$ cat src/rtl/rc4_pkg.sv
// Shared types and constants for the RC4 key-search datapath.
package rc4_pkg;

    localparam int unsigned S_DEPTH = 256;
    localparam int unsigned S_AW    = 8;
    localparam int unsigned BYTE_W  = 8;

    // Accepted plaintext alphabet: lowercase letters and space.
    localparam logic [BYTE_W-1:0] CHAR_LO = 8'h61;
    localparam logic [BYTE_W-1:0] CHAR_HI = 8'h7A;
    localparam logic [BYTE_W-1:0] CHAR_SP = 8'h20;

    // S RAM ownership, shared with the shuffle block's mux select.
    localparam logic OWNER_SHUFFLE = 1'b0;
    localparam logic OWNER_PRGA    = 1'b1;

    // One S RAM access request.
    typedef struct packed {
        logic [S_AW-1:0]   addr;
        logic [BYTE_W-1:0] wdata;
        logic              wen;
    } s_req_t;

    typedef enum logic [3:0] {
        ST_IDLE,
        ST_ADDR_I,
        ST_WAIT_I,
        ST_LATCH_I,
        ST_ADDR_J,
        ST_WAIT_J,
        ST_LATCH_J,
        ST_WR_I,
        ST_WR_J,
        ST_ADDR_F,
        ST_WAIT_F,
        ST_LATCH_F,
        ST_WR_D,
        ST_DONE
    } state_t;

endpackage

$ cat src/rtl/rc4_decrypt_char_check.sv
// Combinational plaintext validity: lowercase letter or space.
module rc4_decrypt_char_check
    import rc4_pkg::*;
(
    input  logic [BYTE_W-1:0] data,
    output logic              valid_c
);

    // Byte is acceptable if it falls in the allowed alphabet.
    always_comb begin
        valid_c = ((data >= CHAR_LO) && (data <= CHAR_HI)) || (data == CHAR_SP);
    end

endmodule

$ cat src/rtl/rc4_decrypt.sv
// RC4 PRGA and decrypt engine: walks the S-box left by the shuffle,
// XORs the keystream with the ciphertext ROM and writes the plaintext RAM.
module rc4_decrypt
    import rc4_pkg::*;
#(
    parameter int unsigned MSG_LEN     = 32,
    parameter int unsigned MSG_AW      = 5,
    parameter int unsigned CHECK_ASCII = 1
) (
    input  logic              clk,
    input  logic              reset,
    input  logic              start,
    output logic              done,
    output logic              fail,
    output logic [S_AW-1:0]   s_addr,
    output logic [BYTE_W-1:0] s_wdata,
    output logic              s_wen,
    input  logic [BYTE_W-1:0] s_q,
    output logic [MSG_AW-1:0] enc_addr,
    input  logic [BYTE_W-1:0] enc_q,
    output logic [MSG_AW-1:0] dec_addr,
    output logic [BYTE_W-1:0] dec_wdata,
    output logic              dec_wen,
    output logic              mem_owner
);

    state_t state;
    state_t state_next;

    logic [S_AW-1:0]   i;
    logic [S_AW-1:0]   j;
    logic [MSG_AW-1:0] k;
    logic [BYTE_W-1:0] si;
    logic [BYTE_W-1:0] sj;
    logic [BYTE_W-1:0] f;
    logic [BYTE_W-1:0] e;

    s_req_t            s_req;
    s_req_t            s_req_next;
    logic [MSG_AW-1:0] enc_addr_next;
    logic [MSG_AW-1:0] dec_addr_next;
    logic [BYTE_W-1:0] dec_wdata_next;
    logic              dec_wen_next;
    logic              done_next;
    logic              mem_owner_next;

    logic [BYTE_W-1:0] plain_c;
    logic              plain_ok_c;
    logic              abort_c;
    logic              last_c;

    assign plain_c = f ^ e;
    assign abort_c = (CHECK_ASCII != 0) && !plain_ok_c;
    assign last_c  = (k == MSG_AW'(MSG_LEN - 1));

    rc4_decrypt_char_check u_char_check (
        .data    (plain_c),
        .valid_c (plain_ok_c)
    );

    // State register.
    always_ff @(posedge clk) begin
        if (reset) begin
            state <= ST_IDLE;
        end else begin
            state <= state_next;
        end
    end

    // Next-state logic: fixed 12-state walk per byte, DONE handshake on start.
    always_comb begin
        state_next = state;
        case (state)
            ST_IDLE:    if (start) state_next = ST_ADDR_I;
            ST_ADDR_I:  state_next = ST_WAIT_I;
            ST_WAIT_I:  state_next = ST_LATCH_I;
            ST_LATCH_I: state_next = ST_ADDR_J;
            ST_ADDR_J:  state_next = ST_WAIT_J;
            ST_WAIT_J:  state_next = ST_LATCH_J;
            ST_LATCH_J: state_next = ST_WR_I;
            ST_WR_I:    state_next = ST_WR_J;
            ST_WR_J:    state_next = ST_ADDR_F;
            ST_ADDR_F:  state_next = ST_WAIT_F;
            ST_WAIT_F:  state_next = ST_LATCH_F;
            ST_LATCH_F: state_next = ST_WR_D;
            ST_WR_D:    state_next = (abort_c || last_c) ? ST_DONE : ST_ADDR_I;
            // Stay at least until done has been shown for one cycle.
            ST_DONE:    if (!start && done) state_next = ST_IDLE;
            default:    state_next = ST_IDLE;
        endcase
    end

    // Output decode; addresses hold between accesses so the RAM sees a stable bus.
    always_comb begin
        s_req_next     = s_req;
        s_req_next.wen = 1'b0;
        enc_addr_next  = enc_addr;
        dec_addr_next  = dec_addr;
        dec_wdata_next = dec_wdata;
        dec_wen_next   = 1'b0;
        done_next      = 1'b0;
        mem_owner_next = OWNER_PRGA;
        case (state)
            ST_IDLE: begin
                mem_owner_next = start ? OWNER_PRGA : OWNER_SHUFFLE;
            end
            ST_ADDR_I: begin
                s_req_next.addr = i;
            end
            ST_ADDR_J: begin
                s_req_next.addr = j;
            end
            ST_WR_I: begin
                s_req_next.addr  = i;
                s_req_next.wdata = sj;
                s_req_next.wen   = 1'b1;
            end
            ST_WR_J: begin
                s_req_next.addr  = j;
                s_req_next.wdata = si;
                s_req_next.wen   = 1'b1;
            end
            ST_ADDR_F: begin
                // Pre-swap si+sj equals post-swap S[i]+S[j].
                s_req_next.addr = S_AW'(si + sj);
                enc_addr_next   = k;
            end
            ST_WR_D: begin
                dec_addr_next  = k;
                dec_wdata_next = plain_c;
                dec_wen_next   = 1'b1;
            end
            ST_DONE: begin
                done_next      = start || !done;
                mem_owner_next = (start || !done) ? OWNER_PRGA : OWNER_SHUFFLE;
            end
            default: ;
        endcase
    end

    // Output registers.
    always_ff @(posedge clk) begin
        if (reset) begin
            s_req     <= '0;
            enc_addr  <= '0;
            dec_addr  <= '0;
            dec_wdata <= '0;
            dec_wen   <= 1'b0;
            done      <= 1'b0;
            mem_owner <= OWNER_SHUFFLE;
        end else begin
            s_req     <= s_req_next;
            enc_addr  <= enc_addr_next;
            dec_addr  <= dec_addr_next;
            dec_wdata <= dec_wdata_next;
            dec_wen   <= dec_wen_next;
            done      <= done_next;
            mem_owner <= mem_owner_next;
        end
    end

    assign s_addr  = s_req.addr;
    assign s_wdata = s_req.wdata;
    assign s_wen   = s_req.wen;

    // PRGA datapath: indices, latched S values, keystream and ciphertext bytes.
    always_ff @(posedge clk) begin
        if (reset) begin
            i    <= '0;
            j    <= '0;
            k    <= '0;
            si   <= '0;
            sj   <= '0;
            f    <= '0;
            e    <= '0;
            fail <= 1'b0;
        end else begin
            case (state)
                ST_IDLE: begin
                    if (start) begin
                        i    <= S_AW'(1);
                        j    <= '0;
                        k    <= '0;
                        fail <= 1'b0;
                    end
                end
                ST_LATCH_I: begin
                    si <= s_q;
                    j  <= S_AW'(j + s_q);
                end
                ST_LATCH_J: begin
                    sj <= s_q;
                end
                ST_LATCH_F: begin
                    f <= s_q;
                    e <= enc_q;
                end
                ST_WR_D: begin
                    if (abort_c) begin
                        fail <= 1'b1;
                    end else if (!last_c) begin
                        k <= MSG_AW'(k + MSG_AW'(1));
                        i <= S_AW'(i + S_AW'(1));
                    end
                end
                default: ;
            endcase
        end
    end

endmodule

$ cat config.mk
export PLATFORM = sky130hd
export DESIGN_NAME = rc4_decrypt
export DESIGN_NICKNAME = d
export VERILOG_FILES = /design/src/rtl/rc4_pkg.sv /design/src/rtl/rc4_decrypt_char_check.sv /design/src/rtl/rc4_decrypt.sv
export SDC_FILE = /design/constraint.sdc
export NUM_CORES = 1
export LEC_CHECK = 0
export BUFFER_PORTS_ARGS = -buffer_cell sky130_fd_sc_hd__buf_2
export CORE_AREA = 2 2 89 91
export DETAILED_ROUTE_END_ITERATION = 7
export DIE_AREA = 0 0 91 93
export PLACE_DENSITY = 0.85
export SYNTH_ARGS = -nofsm -noshare
export SYNTH_HDL_FRONTEND = slang
export SYNTH_SLANG_ARGS = --single-unit
$ cat constraint.sdc
create_clock -name clk -period 3.2 [get_ports clk]
set_clock_uncertainty 0.2 [all_clocks]
set_input_delay 0.32 -clock clk [delete_from_list [all_inputs] [get_ports clk]]
set_output_delay 0.32 -clock clk [all_outputs]
set_load 0.05 [all_outputs]
# == Yosys cells after proc, flatten, opt, wreduce, memory -nomap -nowiden ==
# Index checks and enable logic that the tools add are counted.
# word_totals
mem_count,0
romBits,0
wordCells,89
inputBits,19
ramBits,0
ff_bits,96
latchBits,0
# classes
n_lt_le_gt_ge,2
eq_ne,20
div,0
reduce_logical,20
shift,0
mux,23
multipliers,0
n_bitwise,2
add_sub_neg,4
# op_table
operator,n
4-bit case mux with 14 select lines,1
8-bit 2-to-1 mux,4
8-bit case mux with 2 select lines,2
4-bit == test (second input constant),6
8-bit case mux with 3 select lines,1
9-bit case mux with 2 select lines,1
8-bit adder,2
4-bit by 3-bit == test with 1-bit output (second input constant),4
5-bit 2-to-1 mux,3
4-bit 2-to-1 mux,3
2-bit != test (second input constant),5
5-bit case mux with 2 select lines,1
8-bit by 1-bit adder with 8-bit output (second input constant),1
4-bit by 2-bit == test with 1-bit output (second input constant),2
8-bit by 6-bit == test with 1-bit output (second input constant),1
8-bit by 7-bit greater-or-equal comparator with 1-bit output (second input constant),1
8-bit by 7-bit <= comparator with 1-bit output (second input constant),1
8-bit XOR,1
2-bit nonzero test,3
2-bit OR reduction,3
5-bit by 1-bit adder with 5-bit output (second input constant),1
5-bit == test (second input constant),1
1-bit 2-to-1 mux,5
4-bit by 1-bit == test with 1-bit output (second input constant),1
other kinds (10),17

# == Logic depth before layout (Yosys ltp) ==
# Gate-level depths: netlist (run 1).
# depth
word_depth,8
ltp_mapped,8
depth_no_buf,8

# == Hierarchy ==
# A second synthesis (run 1) with hierarchy kept.
# hier_totals
cells_unflattened,571
area_unflattened_um2,4635.7
# modules_own_cells
module,n_inst,cells_each,area_per_inst_um2
rc4_decrypt,1,561,4571.9
rc4_decrypt_char_check,1,10,63.8

# == Worst setup path after synthesis (run 1) ==
# No wires, ideal clock.
# synth_path
path_type,input port to flip-flop
from,input s_q[2]
to,register j[7]
n_path_buf,0
slack_ns,1.063
stages,7
required_ns,2.885
arrival_ns,1.822
setup_time_ns,0.115
cell_sequence,ha_1 > inv_1 > o21ai_0 > a2111oi_0 > or4_1 > and4_1 > o21a_1
# synth_via
elab_chain_cells,2
# synth_rtl
item,line_no,text
"start, declared",rc4_decrypt.sv:18,"input logic [BYTE_W-1:0] s_q,"
8-bit adder,rc4_decrypt.sv:189,j <= S_AW'(j + s_q);
8-bit case mux with 2 select lines,rc4_decrypt.sv:178,case (state)
"end signal, assigned",rc4_decrypt.sv:189,
"end, declared",rc4_decrypt.sv:31,logic [S_AW-1:0] j;
# Every way passes these cells.
# A chain may end at the register's enable or synchronous reset.

# == Worst setup path after layout (run 1) ==
# layout_path
from,register state[0]
to,register j[7]
# layout_via
elab_chain_cells,3
elab_cells_between_ends,6
classes_between,2 x eq/ne; 1 x mux; 3 x reduce/logical
# layout_rtl
item,line_no,text
"start, declared",rc4_decrypt.sv:27,state_t state;
"start signal, assigned",rc4_decrypt.sv:66,state <= state_next;
4-bit by 2-bit == test with 1-bit output / 4-bit zero test (equally long branches),rc4_decrypt.sv:178,
2-bit nonzero test (no line) / 2-bit != test (equally long branches),n/a,
2-bit AND reduction (no line),n/a,
# Several ways; a longest one is shown, not always the timed one.

==> results.ini, run 1 <==
[global_routing]
grt_pass1_wl_um = 18130
antenna_found_initial = 0
grt.overflow.total = 0
grt_max_degree = 79
track_usage_pct = 26.43
grt_pass1_vias = 3855

[critical_path]
crit_fanout = 17
critPathKind = flop to flop
rr_startpoint = state[0]$_SDFFE_PP0P_
timing.critical_path.from = state[0]$_SDFFE_PP0P_
reg2reg_to = j[7]$_SDFFE_PP0P_
cp.arrival_ns = 2.53
r2r_cells = 6
endpoint_kind = flop
cp-start-kind = flop
required_ns = 3.26
crit_end = j[7]$_SDFFE_PP0P_
r2r_slack_ns = 0.72

[sta]
slew-limit-headroom_pct = 48.55
fin_crit_sh_pct = 77.43
fmax_mhz = 403.6
tightest_slew_ns = 0.7717
final_max_slew_viol_count = 0
tns_ns = 0
hold_viol_final = 0
fin_ws_ns = 0.7223
grt_setup_unrepaired = false
fin_crit_ns = 2.478
setup_viol = 0
holdWs_ns = 0.03142

[detailed_routing]
vias_per_cell = 5.866
ant_nets = 0
dr.pass1.iters = 6
drt_iter0_drc = 398
wl_um = 10970
wl_per_cell_um = 15.45
num_vias = 4165
remaining_drc_errors = 0

[yosys]
synth_area_per_cell_um2 = 8.217
synth_cells = 552
syn_nets = 590
yosysWarnings = 0
seq_area_frac_synth_pct = 42.37
ys_types = 54
netlist_area_mm2 = 0.004536
synth_seq_cells = 96
synth_edf_count = 0
synth_top_flop_cell = dfxtp_1
async_reset_ff_share_pct = 0

[die]
core-area_mm2 = 0.007527
dieWidth_um = 91
start_util_pct = 60.26
die_area_mm2 = 0.008463
pin_count = 58
rows = 32
die-height_um = 93

[power]
power_leakage_uw = 0.001988
power_density_mw_per_mm2 = 458.2
worst_ir_drop_vdd_mv = 0.2370

[clock_tree]
cts_tree = built
cts_buffers = 9
htreeDepth = 3
clock-sinks = 96
hold_buffers = 7
cts_buffer_depth = 2
cts-resized-gates = 0
insertion_delay_ns = 0.36
cts_setup_buffers = 0
cts-root-buf = clkbuf_8
clk_pin_slew_worst_paths_ns = 0.09

[job]
cap_violations = 0

[run_status]
outcome = completed

[layout]
final_area_mm2 = 0.005145
layout_commonest_cell = nand2_1
num_antenna_cells = 0
drive_gt1_share_pct = 15.13
final_cell_mix = 127 x nand2_1, 96 x dfxtp_1, 84 x a21oi_1, 57 x buf_2, 29 x nor2_1
area_growth_pct = 13.43
finalNetCount = 641

[place]
postPlaceCellArea_mm2 = 0.004870
numPortBuffers = 57
dp_hpwl_um = 7661
place_ws_ns = 0.7258
gp_congestion = 0.8677

[worst_hold_path]
hp-class = primary input to flop

registers in the layout (all words and copies together) (netlist names):
| register | cells |
|---|---|
| dec_addr | 5 |
| dec_wdata | 8 |
| dec_wen | 1 |
| done | 1 |
| e | 8 |
| enc_addr | 5 |
| f | 8 |
| fail | 1 |
| i | 8 |
| j | 8 |
| k | 5 |
| mem_owner | 1 |
| s_addr | 8 |
| s_wdata | 8 |
| s_wen | 1 |
| si | 8 |
| sj | 8 |
| state | 4 |
cell families (layout without fill, tap and decap cells):
kind of cell	Yosys count	in the layout	share of synthesized area (%)
muxes	2	2	0.4690
buffers and inverters	40	96	3.641
and+or+nand+nor	211	211	20.74
AOI/OAI and AO/OA	163	163	22.81
xor gates and xnor gates	21	21	4.386
adders and majority gates	19	19	5.572
DFF	96	96	42.37
synthesized netlist by cell type (5+ instances only):
master	count	area [um2]
nand2_1	127	476.7
dfxtp_1	96	1922
a21oi_1	84	420.4
nor2_1	29	108.9
clkbuf_1	24	90.09
nand3_1	20	100.1
ha_1	17	212.7
o21ai_0	16	80.08
xnor2_1	15	131.4
a22oi_1	10	75.07
a211oi_1	9	67.56
a2111o_1	8	90.09
inv_1	8	30.03
a21o_1	7	52.55
o2111ai_1	7	61.31
and2_1	5	31.28
o21bai_1	5	37.54
critical path: stages, from the launching register on:
cell     delay (ns)
dfxtp_1        0.65
nor2b_1        0.30
nand2_1        0.09
buf_4          0.21
or4_1          0.54
and4_1         0.22
o21a_1         0.17
where the power goes:
group	total (uW)	internal, uW	switching [uW]
clock	824	403	421
sequential	1250	1220	32.1
combinational	278	83.9	194
total	2360	1710	647
area by class of cell:
type	instances	area (um2)
clock buffer	11	151.4
clock inverter	5	53.80
fill	632	2382
inverter	9	33.78
multi-input combinational	416	2449
sequential	96	1922
tap	102	127.6
timing repair buffer	71	407.9
worst min-delay path by stage:
stage / startpoint / slack [ns] / cells after the start / end
floorplan: e[0]$_SDFFE_PP0P_ / 0.25 / 2 / e[0]$_SDFFE_PP0P_
global placement: s_wdata[2]$_SDFFE_PP0P_ / 0.24 / 2 / s_wdata[2]$_SDFFE_PP0P_
detailed placement: dec_addr[1]$_SDFFE_PP0P_ / 0.25 / 2 / dec_addr[1]$_SDFFE_PP0P_
CTS: enc_q[6] / 0.02 / 3 / e[6]$_SDFFE_PP0P_
global route: s_q[0] / 0.04 / 3 / sj[0]$_SDFFE_PP0P_
finish: s_q[0] / 0.03 / 3 / sj[0]$_SDFFE_PP0P_
metal layers:
metal	track usage, %	up-vias	wire [um]	part of all wire (%)
li1	-	2042	-	-
met1	34.79	1959	4704	43
met2	44.81	145	5377	49
met3	3.707	19	728	6.6
met4	9.091	0	155	1.4
met5	0	-	0	0
per-stage QoR:
step           power, uW  std cells  util [%]
5_1_grt             2425        710     68.35
3_5_place_dp        1548        687     64.69
3_3_place_gp        1539        687     64.69
2_1_floorplan       1474        552         -
6_report            2357        710     68.35
4_1_cts             2350        710     68.35
Power figures use the tool's default switching activity.
==> run 2: changes to the inputs <==
- ABC_AREA: default -> 1
- CORE_AREA: 2 2 89 91 -> 2 2 97 99
- DIE_AREA: 0 0 91 93 -> 0 0 99 101
- PLACE_DENSITY: 0.85 -> 0.77
- clock period: 3.2 -> 2.1 ns (I/O delays scaled with it)
==> results.ini, run 2 <==
[place]
dp_hpwl_um = 8465
numPortBuffers = 57
place_ws_ns = 0.02251
gp_congestion = 0.9131
placedCellCount = 778

[clock_tree]
insertion_delay_ns = 0.36
clock-sinks = 96
clk_pin_slew_worst_paths_ns = 0.09
cts_tree = built
htreeDepth = 3
cts_setup_buffers = 0
cts_buffer_depth = 2
cts_buffers = 9
cts-root-buf = clkbuf_8

[yosys]
synth_most_common_cell = nand2_1
synthTopCellsByCount = 116 x nand2_1, 96 x dfxtp_1, 76 x a21oi_1
muxShareOfSynthArea_pct = 0
synthSimpleGateAreaFrac_pct = 23.29
synth_top_flop_cell = dfxtp_1
synth_edf_count = 0
netlist_area_mm2 = 0.004583
synth_area_per_cell_um2 = 7.310
synth_area_leader_cell = dfxtp_1
synth_top_area_share_pct = 41.93
ys_types = 34
synth_cells = 627
synth_seq_cells = 96
synth.area.top_cells = dfxtp_1 42%, nand2_1 9.5%, a21oi_1 8.3%
synth-compound-area-share_pct = 19.30
synth_top_family_by_area = simple AND/OR/NAND/NOR gates
seq_area_frac_synth_pct = 41.93
syn_nets = 665
async_reset_ff_share_pct = 0
synth-xor-area-share_pct = 2.484
yosysWarnings = 0
synth_fa_ha_area_share_pct = 5.515

[run_status]
outcome = completed

[die]
pin_count = 58
rows = 35
start_util_pct = 51.05
core-area_mm2 = 0.008977
die-height_um = 101
dieWidth_um = 99
die_area_mm2 = 0.009999

[layout]
instances_no_fill = 809
layout_commonest_cell = nand2_1
final_cell_mix = 114 x nand2_1, 96 x dfxtp_1, 73 x nor2_1, 73 x a21oi_1, 61 x o21ai_0
num_antenna_cells = 0
finalNetCount = 732
drive_gt1_share_pct = 16.33
utilization_pct = 59.68
area_growth_pct = 16.90

[sta]
tns_ns = 0
tightest_slew_ns = 0.4627
hold_viol_final = 0
setup_viol = 0
final_max_slew_viol_count = 0
fin_crit_sh_pct = 95.50
slew-limit-headroom_pct = 69.07
fmax_mhz = 498.7
fin_crit_ns = 2.005
fin_ws_ns = 0.09458

[critical_path]
critPathKind = flop to flop
r2r_slack_ns = 0.09
r2r_cells = 11
cp.arrival_ns = 2.09
reg2reg_to = j[6]$_SDFFE_PP0P_
critPathMaxStageDelay_ns = 0.42
endpoint_kind = flop
rr_startpoint = j[0]$_SDFFE_PP0P_
cpMaxStageDelayCell = fa_2
cpMostUsedCell = nand2_1
cp-start-kind = flop
crit_fanout = 3
crit_chain = ha_2, fa_2, nand3_2, nand2_1, nand2_2, nand2_1, a21oi_2, nor2_1, nor2_1, nand2_1, a21oi_1
required_ns = 2.19

[worst_hold_path]
hold_depth = 3
worstHoldStart = s_q[0]
min_to = sj[0]$_SDFFE_PP0P_
hp-class = primary input to flop

[detailed_routing]
remaining_drc_errors = 0
wl_per_cell_um = 14.92
vias_per_cell = 5.502
num_vias = 4451
ant_nets = 0
wl_um = 12070
drt_iter0_drc = 181
dr.pass1.iters = 5

[global_routing]
grt_pass1_wl_um = 19870
grt_max_degree = 66
grt.overflow.total = 0
grt_pass1_vias = 4144
track_usage_pct = 24.64
antenna_found_initial = 0

[power]
power_leakage_uw = 0.002375
p_total_uw = 3681
worst_ir_drop_vdd_mv = 0.3069
power_density_mw_per_mm2 = 687.1

[job]
cap_violations = 0

[run 2: cell types whose count changed in the layout (fill, tap and decap cells not counted), sizes merged, moves of 7 or more]
cell and change:
a2111o -8, a211oi -9, a22oi -10, a31oi +7, dlygate4sd3 +9, inv +50
nand3 +7, nand4 +10, nor2 +51, o2111ai -7, o21ai +52, xnor2 -11
[run 2: timing repair]
item,CTS,global route
setup endpoints to repair,0,15
resized for setup,0,10
hold endpoints to repair,16,0
hold buffers,16,0
[run 2: final cells by class]
| cell class | instances | area [um2] |
|---|---|---|
| Clock buffer | 10 | 127.6 |
| Clock inverter | 5 | 65.06 |
| Fill cell | 821 | 3620 |
| Inverter | 57 | 214.0 |
| Multi-Input combinational cell | 448 | 2365 |
| Sequential cell | 96 | 1922 |
| Tap cell | 111 | 138.9 |
| Timing Repair Buffer | 82 | 525.5 |
[run 2: worst max-delay path by stage]
stage,to,from,cells after the start
2_1_floorplan,j[6]$_SDFFE_PP0P_,j[0]$_SDFFE_PP0P_,11
3_3_place_gp,j[6]$_SDFFE_PP0P_,s_q[0],12
3_5_place_dp,j[6]$_SDFFE_PP0P_,s_q[0],12
4_1_cts,j[5]$_SDFFE_PP0P_,s_q[2],12
5_1_grt,j[6]$_SDFFE_PP0P_,j[0]$_SDFFE_PP0P_,11
6_report,j[6]$_SDFFE_PP0P_,j[0]$_SDFFE_PP0P_,11
[run 2: per-layer routing]
metal  wire (um)  GRT usage, %
met5           0             0
met4         194         8.641
met3         847         2.843
met2        5793         41.79
met1        5236         32.60
[run 2: through the flow]
stage / hold slack, ns / area, um2
global placement: 0.2536 / 4959
detailed placement: 0.2527 / 4959
global route: 0.03905 / 5358
finish: 0.02579 / 5358
CTS: 0.02097 / 5311
floorplan: 0.1449 / 4583
[run 2: cells by family after synthesis]
kind of cell | count (synthesis)
AOI/OAI and AO/OA | 167
buffers and inverters | 83
xor gates and xnor gates | 13
adders and majority gates | 19
DFF | 96
and+or+nand+nor | 249
[run 2: critical path: cells and delay by family, from the launching register on]
kind / cells / cell delay, ns
AOI/OAI and AO/OA: 2 / 0.28
adders and majority gates: 2 / 0.62
DFF: 1 / 0.34
and+or+nand+nor: 7 / 0.51
[run 2: report_power, final]
part | switching, uW | total (uW) | internal (uW)
Clock | 680 | 1240 | 559
Sequential | 49.2 | 1930 | 1880
Combinational | 352 | 515 | 163
